### src/rtl/cpu_pkg.sv
// Shared CPU definitions used by the write-back path.
//   DATA_W / ADDR_W : default register-file data and address widths
//   wb_req_t        : one write-back request (valid, destination, data)
//   arb_state_e     : write-back arbiter states
package cpu_pkg;

  localparam int DATA_W = 32;
  localparam int ADDR_W = 5;

  typedef struct packed {
    logic              valid;
    logic [ADDR_W-1:0] rd;
    logic [DATA_W-1:0] data;
  } wb_req_t;

  typedef enum logic {
    MEM_PRI   = 1'b0,
    ALU_FORCE = 1'b1
  } arb_state_e;

endpackage

### src/rtl/wb_scoreboard.sv
// Pending-write scoreboard: one bit per architectural register, bit 0 is
// constant zero (x0 never has a writer in flight).
// Ports:
//   clk, rst_n          clock, asynchronous active-low reset
//   set_valid, set_rd   issue of an instruction that will write set_rd
//   clr_valid, clr_rd   accepted write-back to clr_rd
//   chk_rs1, chk_rs2    source registers to look up
//   busy_rs1, busy_rs2  pending bit of the corresponding source
module wb_scoreboard #(
  parameter int ADDR_W = 5
) (
  input  logic              clk,
  input  logic              rst_n,
  input  logic              set_valid,
  input  logic [ADDR_W-1:0] set_rd,
  input  logic              clr_valid,
  input  logic [ADDR_W-1:0] clr_rd,
  input  logic [ADDR_W-1:0] chk_rs1,
  input  logic [ADDR_W-1:0] chk_rs2,
  output logic              busy_rs1,
  output logic              busy_rs2
);

  localparam int NREG = 1 << ADDR_W;

  logic [NREG-1:0] pending_reg;

  assign pending_reg[0] = 1'b0;

  genvar gi;
  generate
    for (gi = 1; gi < NREG; gi++) begin : g_bit
      logic set_hit;
      logic clr_hit;
      assign set_hit = set_valid && (set_rd == ADDR_W'(gi));
      assign clr_hit = clr_valid && (clr_rd == ADDR_W'(gi));

      // Set dominates clear: an issue on the same edge as the write-back of
      // the previous writer is the younger instruction and must stay pending.
      always_ff @(posedge clk or negedge rst_n) begin
        if (!rst_n) begin
          pending_reg[gi] <= 1'b0;
        end else if (set_hit) begin
          pending_reg[gi] <= 1'b1;
        end else if (clr_hit) begin
          pending_reg[gi] <= 1'b0;
        end
      end
    end
  endgenerate

  assign busy_rs1 = pending_reg[chk_rs1];
  assign busy_rs2 = pending_reg[chk_rs2];

endmodule

### src/rtl/rf_wb_sched.sv
// Write-back scheduler for the register file's single write port.
// Arbitrates ALU and load results (memory has priority, but the ALU is forced
// through after MAX_WAIT consecutive conflict losses), registers the winner
// onto wr_en/wr_addr/wr_data, and tracks pending writes for hazard checks.
// Ports:
//   clk, rst_n                         clock, asynchronous active-low reset
//   alu_valid/ready/rd/data            ALU write-back handshake
//   mem_valid/ready/rd/data            load write-back handshake
//   iss_valid, iss_rd                  issue of a register writer
//   chk_rs1/2, busy_rs1/2              RAW hazard lookup
//   wr_en, wr_addr, wr_data            registered register-file write port
module rf_wb_sched #(
  parameter int DATA_W   = 32,
  parameter int ADDR_W   = 5,
  parameter int MAX_WAIT = 3
) (
  input  logic              clk,
  input  logic              rst_n,
  input  logic              alu_valid,
  output logic              alu_ready,
  input  logic [ADDR_W-1:0] alu_rd,
  input  logic [DATA_W-1:0] alu_data,
  input  logic              mem_valid,
  output logic              mem_ready,
  input  logic [ADDR_W-1:0] mem_rd,
  input  logic [DATA_W-1:0] mem_data,
  input  logic              iss_valid,
  input  logic [ADDR_W-1:0] iss_rd,
  input  logic [ADDR_W-1:0] chk_rs1,
  input  logic [ADDR_W-1:0] chk_rs2,
  output logic              busy_rs1,
  output logic              busy_rs2,
  output logic              wr_en,
  output logic [ADDR_W-1:0] wr_addr,
  output logic [DATA_W-1:0] wr_data
);

  import cpu_pkg::*;

  arb_state_e        state_reg, state_next;
  logic [3:0]        wait_reg, wait_next;
  logic              alu_grant, mem_grant, xfer;
  logic [ADDR_W-1:0] win_rd;
  logic [DATA_W-1:0] win_data;

  // Grants: a lone requester always wins; on a conflict the state decides.
  assign alu_grant = alu_valid && (!mem_valid || (state_reg == ALU_FORCE));
  assign mem_grant = mem_valid && !alu_grant;
  assign alu_ready = alu_grant;
  assign mem_ready = mem_grant;
  assign xfer      = alu_grant || mem_grant;
  assign win_rd    = alu_grant ? alu_rd   : mem_rd;
  assign win_data  = alu_grant ? alu_data : mem_data;

  always_ff @(posedge clk or negedge rst_n) begin
    if (!rst_n) begin
      state_reg <= MEM_PRI;
      wait_reg  <= 4'd0;
    end else begin
      state_reg <= state_next;
      wait_reg  <= wait_next;
    end
  end

  always_comb begin
    state_next = state_reg;
    wait_next  = wait_reg;
    if (!alu_valid) begin
      wait_next = 4'd0;
    end else if (alu_grant) begin
      wait_next  = 4'd0;
      state_next = MEM_PRI;
    end else if (mem_grant) begin
      // ALU lost a conflict to memory.
      wait_next = wait_reg + 4'd1;
      if (wait_next == 4'(MAX_WAIT)) begin
        state_next = ALU_FORCE;
      end
    end
  end

  // Write port: address/data hold when idle so only wr_en toggles.
  always_ff @(posedge clk or negedge rst_n) begin
    if (!rst_n) begin
      wr_en   <= 1'b0;
      wr_addr <= '0;
      wr_data <= '0;
    end else if (xfer && (win_rd != '0)) begin
      wr_en   <= 1'b1;
      wr_addr <= win_rd;
      wr_data <= win_data;
    end else begin
      wr_en   <= 1'b0;
    end
  end

  wb_scoreboard #(
    .ADDR_W(ADDR_W)
  ) u_scoreboard (
    .clk      (clk),
    .rst_n    (rst_n),
    .set_valid(iss_valid),
    .set_rd   (iss_rd),
    .clr_valid(xfer),
    .clr_rd   (win_rd),
    .chk_rs1  (chk_rs1),
    .chk_rs2  (chk_rs2),
    .busy_rs1 (busy_rs1),
    .busy_rs2 (busy_rs2)
  );

endmodule

### config.mk
export PLATFORM = sky130hd
export DESIGN_NAME = rf_wb_sched
export DESIGN_NICKNAME = d
export VERILOG_FILES = /design/src/rtl/cpu_pkg.sv /design/src/rtl/wb_scoreboard.sv /design/src/rtl/rf_wb_sched.sv
export SDC_FILE = /design/constraint.sdc
export NUM_CORES = 1
export LEC_CHECK = 0
export BUFFER_PORTS_ARGS = -buffer_cell sky130_fd_sc_hd__buf_2
export CAP_MARGIN = 30
export CORE_MARGIN = 2
export CORE_UTILIZATION = 40
export CTS_BUF_LIST = sky130_fd_sc_hd__clkbuf_2
export DETAILED_ROUTE_END_ITERATION = 10
export GPL_ROUTABILITY_DRIVEN = 0
export GPL_TIMING_DRIVEN = 0
export HOLD_SLACK_MARGIN = 0.08
export PLACE_DENSITY = 0.74
export SLEW_MARGIN = 20
export SYNTH_ARGS = -nofsm -noshare
export SYNTH_HDL_FRONTEND = slang
export SYNTH_SLANG_ARGS = --single-unit
### constraint.sdc
create_clock -name clk -period 2.8 [get_ports clk]
set_input_delay 0.56 -clock clk [delete_from_list [all_inputs] [get_ports clk]]
set_output_delay 0.56 -clock clk [all_outputs]
set_load 0.02 [all_outputs]
* Word level (Yosys, flattened, before mapping)
Index checks and enable logic that the tools add are counted.
Word-level totals: register bits 74, latch bits 0, RAM bits 0, ROM bits 0, input bits 94, output and inout port bits 42, word-level logic and storage cells 282, memories kept 0
Operators by class: add/subtract/negate cells 1, $mul 0, divide/modulo/power cells 0, order comparisons 2, eq/ne operators 64, shift-type cells 0, muxes and demuxes 75, bitwise logic cells 0, reduce and logical (&&, ||, !) cells 104
Operators with widths (number):
- $eq 5x5->1 const B | 32
- $eq 5x4->1 const B | 16
- $mux 1 | 68
- $reduce_bool 2->1 | 33
- $logic_and 1x1->1 | 65
- $eq 5x3->1 const B | 8
- $mux 32 | 1
- $eq 5x2->1 const B | 4
- $lt 5x6->1 const B | 2
- $mux 4 | 3
- $bmux 1 s5 | 2
- $eq 5x1->1 const B | 2
- $mux 5 | 1
- $reduce_bool 5->1 | 1
- $add 4x1->4 const B | 1
- $eq 4x2->1 const B | 1
- $ne 3x1->1 const B | 1
- $reduce_and 3->1 | 1
- $logic_not 1->1 | 2
- $logic_or 1x1->1 | 2

* Depth between registers and ports, before layout
depth in word-level cells 9, gate-level depth with buffers 7, mapped depth without buffers 5

* Modules after synthesis
From an unflattened synthesis, not the netlist that was laid out.
Unflattened totals: cell total of the unflattened synthesis 361, area, all modules 4194.0 um^2
By module, submodules not included:
- rf_wb_sched | times used 1, cells an instance 161, area each 2304.7 um^2, seq. area each 1076.0 um^2
- wb_scoreboard | times used 1, cells an instance 200, area each 1889.3 um^2, seq. area each 775.7 um^2

* Worst setup path after synthesis
Ideal clock, no wire load.
path type input-to-output, from input chk_rs1[0], to output busy_rs1, arrival time 1.911 ns, required time 2.240 ns, path slack 0.329 ns, cell stages on the path 5, buffers on the path 1, cells stage by stage clkbuf_1 -> mux4_2 -> mux2_2 -> nand3b_1 -> nand4_1
On the way: longest elaborated chain between the ends 2
RTL lines:
- start: declaration | line rf_wb_sched.sv:29 | input logic [ADDR_W-1:0] chk_rs1,
- $bmux 1 s5 | line wb_scoreboard.sv:52 | assign busy_rs1 = pending_reg[chk_rs1];
- $mux 1 (implied by the code) | line wb_scoreboard.sv:52
- end: declaration | line rf_wb_sched.sv:31 | output logic busy_rs1,
No other way between the ends. The select of a mux whose other input is x is not followed.

* Final worst setup path
Same ends and word-level chain as after synthesis.

==> results.md <==
Timing:
- Dividing the final minimum period by the clock period gives 0.939.
- The worst slew margin relative to its limit is 0.516.
- Adding up every negative setup slack in the final design gives 0 ps.
- Timing would allow up to 381 MHz.
- For the final database, setup skew stands at 25.9 ps.
- Setup repair after global routing left no endpoint under its margin.
- The final count of hold timing violations came to 0.
- Setup violations remaining at the end of the flow were counted as 0.
- The actual slew at the worst max-slew pin is approximately 720 ps.
- The worst path needs approximately 2600 ps of the cycle, external delays included.
- The count of pins over their slew limit is 0.

Worst setup path:
- The startpoint type of the worst setup path is an input port.
- STA classifies the critical path endpoint as an output pin.
- STA puts the critical path data required time at approximately 2200 ps.
- STA puts the critical path data arrival time at slightly above 2000 ps.
- The launching instance or port of the critical path is chk_rs1[0].
- The maximum fanout encountered on the critical timing path is 7.
- The critical setup path kind is input port to output pin.
- The source of the worst register-to-register timing path is state_reg.

Clock tree:
- Clock-pin slew was measured on the worst setup and hold paths at 210 ps.
- The total number of H-tree levels is 3.
- The number of post-CTS setup repair buffers is 0.
- The tree is rooted in a sky130_fd_sc_hd__clkbuf_2.
- For this design, the sink count on the clock tree is 74.
- The worst-skew pair later-pin latency is 520 ps.
- The count of instances resized after the clock tree is built is 0.
- TritonCTS built the clock tree.
- The number of hold-repair buffers added at the cts stage is 1.
- The deepest clock path buffer count is 2.
- The number of buffers added by the clock tree synthesis step is 9.

Power:
- IR analysis of the VDD net gives a maximum drop of roughly 260 uV.
- The total power per unit cell area is roughly 560 nW/um2.
- The analysis attributes to cell leakage a power of between 2 and 3 nW.

Floorplan:
- The floorplan step set the die height to about 110 um.
- The placeable core region is 10900 um2.
- The floorplan has 38 rows.
- The die outline area is 12200 um2.
- During I/O placement, the number of pins put on the boundary was roughly 140.
- In this run the horizontal extent of the chip is 110 um.
- The effective utilization at floorplan is 0.414.

Global route:
- The first global-routing pass estimated roughly 19000 um of wire.
- The number of global-route vias before repair came to 3958.
- Across every metal layer, demand over resource in global routing totals 0.206.
- The sum of overflow across all layers after global routing is 0.
- The number of antenna violations at the first check in global routing came to 0.
- Entering global routing, the biggest net connects between 40 and 50 pins.

Final layout:
- The proportion of layout cells with a drive suffix above 1 is 0.424.
- The area growth from synthesis to layout is 21.6%.
- The flip-flop count of the largest register after layout is 32.
- The net count of the finished layout is approximately 640.
- The multi-input combinational cells in the finished layout cover a total of around 2400 um2.
- The fraction of the core area covered by cells at the end of the flow is 0.503.
- The number of antenna repair diodes is 0.
- The footprint of the flip-flops and latches is 1850 um2.
- The number of inserted filler cells in the final layout is a little under 1000.

Route:
- The average via count per standard cell is between 5 and 6.
- Dividing the detail-routed wire length by the instance count gives between 15 and 20 um.
- For this run, the detailed router's first-pass iteration total came to 5.
- The count of antenna-violating nets left after detailed routing is 0.
- For this run, design rule violations remaining after detail routing come to 0.
- In this run, the number of DRC markers left after iteration 0 of detailed routing was 420.
- The final route contains roughly 3900 vias.
- After detailed routing, the total wire length is about 12000 um.

Synthesis:
- The fraction of synthesis flops using an asynchronous set or reset pin is 1.00.
- For this run, the number of Yosys warnings is 0.
- The synthesized net count is 500.
- Counting instances in the post-synthesis netlist gives the leading cell types as sky130_fd_sc_hd__dfrtp_1, sky130_fd_sc_hd__mux2_2, sky130_fd_sc_hd__inv_1, sky130_fd_sc_hd__a221oi_1, sky130_fd_sc_hd__mux2_4.
- The register area share after synthesis is 0.409.
- In the post-synthesis netlist, the biggest area contributors are sky130_fd_sc_hd__dfrtp_1, sky130_fd_sc_hd__mux2_2, sky130_fd_sc_hd__mux2_4, sky130_fd_sc_hd__a221oi_1, sky130_fd_sc_hd__o22ai_1.
- The post-synthesis instance total is between 400 and 500.
- After synthesis the netlist holds a flip-flop and latch count of between 70 and 80.
- The number of synthesized flops with an enable pin is 0.
- The most common cell in the synthesized netlist is sky130_fd_sc_hd__dfrtp_1.
- The synthesized cell area is between 4000 and 5000 um2.
- The biggest area consumer among synthesized cells is sky130_fd_sc_hd__dfrtp_1.
- In this run the mean area of a mapped cell was roughly 11 um2.
- The count of cell types in the netlist is 44.
- The fraction of synthesized cell area taken by the top area cell type is 0.409.
- The most used flip-flop cell after synthesis is sky130_fd_sc_hd__dfrtp_1.

Place:
- The count of port buffers added during placement is ~130.
- The sum of net half-perimeters after detailed placement is slightly above 9000 um.

Job:
- The number of max-cap violations is 0.

Worst hold path:
- The path class of the tightest hold or removal check is input port to flip-flop.
- The hold path startpoint is alu_data[26].

Outcome:
- The run finished with clean final reports.
through the flow:
step / total power, W / instances / setup WS (ps) / hold WS, ps / cell area, um2
floorplan: 0.00207 / 404 / 329 / 264 / 4520
finish: 0.00307 / 689 / 172 / 381 / 5500
global route: 0.00324 / 689 / 88.7 / 359 / 5500
detailed placement: 0.00242 / 673 / 167 / 489 / 5370
CTS: 0.00308 / 689 / 164 / 344 / 5500
global placement: 0.00238 / 672 / 202 / 487 / 5340
layer usage:
layer  track usage  part of all wire  up-vias
met4        0.0670             0.014        0
met2         0.335              0.47      208
met1         0.273              0.43     1885
met3        0.0453             0.084       22
met5             0                 0        -
li1              -                 -     1825
worst max-delay path: stages:
cell and delay, ps:
sky130_fd_sc_hd__clkbuf_1 320, sky130_fd_sc_hd__mux4_2 560, sky130_fd_sc_hd__mux2_2 290, sky130_fd_sc_hd__nand3b_1 90
sky130_fd_sc_hd__nand4_1 90, sky130_fd_sc_hd__buf_2 160
power by group:
group	internal, W	switching (W)	leakage [nW]	total, W
clock network	0.000293	0.000361	0.0771	0.000655
logic	0.000459	0.000499	1.62	0.000958
registers	0.00128	0.000175	0.856	0.00146
worst paths after layout:
path | slack [ps] | to | cells past startpoint
max | 170 | busy_rs1 | 6
max in group asynchronous | 1760 | u_scoreboard.pending_reg[4] | 3
min | 380 | wr_data[26] | 3
min in group asynchronous | 470 | u_scoreboard.pending_reg[12] | 2
min reg2reg | 530 | wr_data[17] | 1
max reg2reg | 530 | wr_data[7] | 6
placed cells by master (no fill, tap or decap), types with 3 or more instances in the layout:
cell,n
sky130_fd_sc_hd__buf_2,129
sky130_fd_sc_hd__dfrtp_1,74
sky130_fd_sc_hd__mux2_2,45
sky130_fd_sc_hd__inv_1,38
sky130_fd_sc_hd__a221oi_1,32
sky130_fd_sc_hd__mux2_4,29
sky130_fd_sc_hd__o22ai_1,28
sky130_fd_sc_hd__nor2_1,13
sky130_fd_sc_hd__mux2i_1,13
sky130_fd_sc_hd__nand2_1,11
sky130_fd_sc_hd__clkbuf_1,11
sky130_fd_sc_hd__nor2b_1,11
sky130_fd_sc_hd__clkbuf_2,11
sky130_fd_sc_hd__nand2b_1,10
sky130_fd_sc_hd__nand3_1,8
sky130_fd_sc_hd__buf_1,6
sky130_fd_sc_hd__mux4_2,6
sky130_fd_sc_hd__o21ai_1,6
sky130_fd_sc_hd__nand4b_1,6
sky130_fd_sc_hd__buf_6,5
sky130_fd_sc_hd__o211ai_1,5
sky130_fd_sc_hd__nand4_1,5
sky130_fd_sc_hd__a22oi_1,4
sky130_fd_sc_hd__clkinv_1,3
sky130_fd_sc_hd__a31oi_1,3
sky130_fd_sc_hd__o2111ai_1,3
sky130_fd_sc_hd__a21oi_1,3
sky130_fd_sc_hd__or4_1,3
sky130_fd_sc_hd__o32ai_1,3
area by class of cell:
| type | instances | share of cell area |
|---|---|---|
| Buffer | 24 | 0.0236 |
| Clock buffer | 11 | 0.0100 |
| Clock inverter | 4 | 0.0123 |
| Inverter | 39 | 0.0266 |
| Multi-Input combinational cell | 267 | 0.435 |
| Sequential cell | 74 | 0.337 |
| Tap cell | 140 | 0.0318 |
| Timing Repair Buffer | 130 | 0.124 |
kinds of logic after synthesis:
family | share of synthesized area
mux | 0.267
fa+ha+maj | 0.00553
compound gates | 0.163
xor+xnor | 0.00387
flops | 0.409
simple gates | 0.0899
buf+inv | 0.0611
Note: power is estimated with default switching activity, not from simulation.
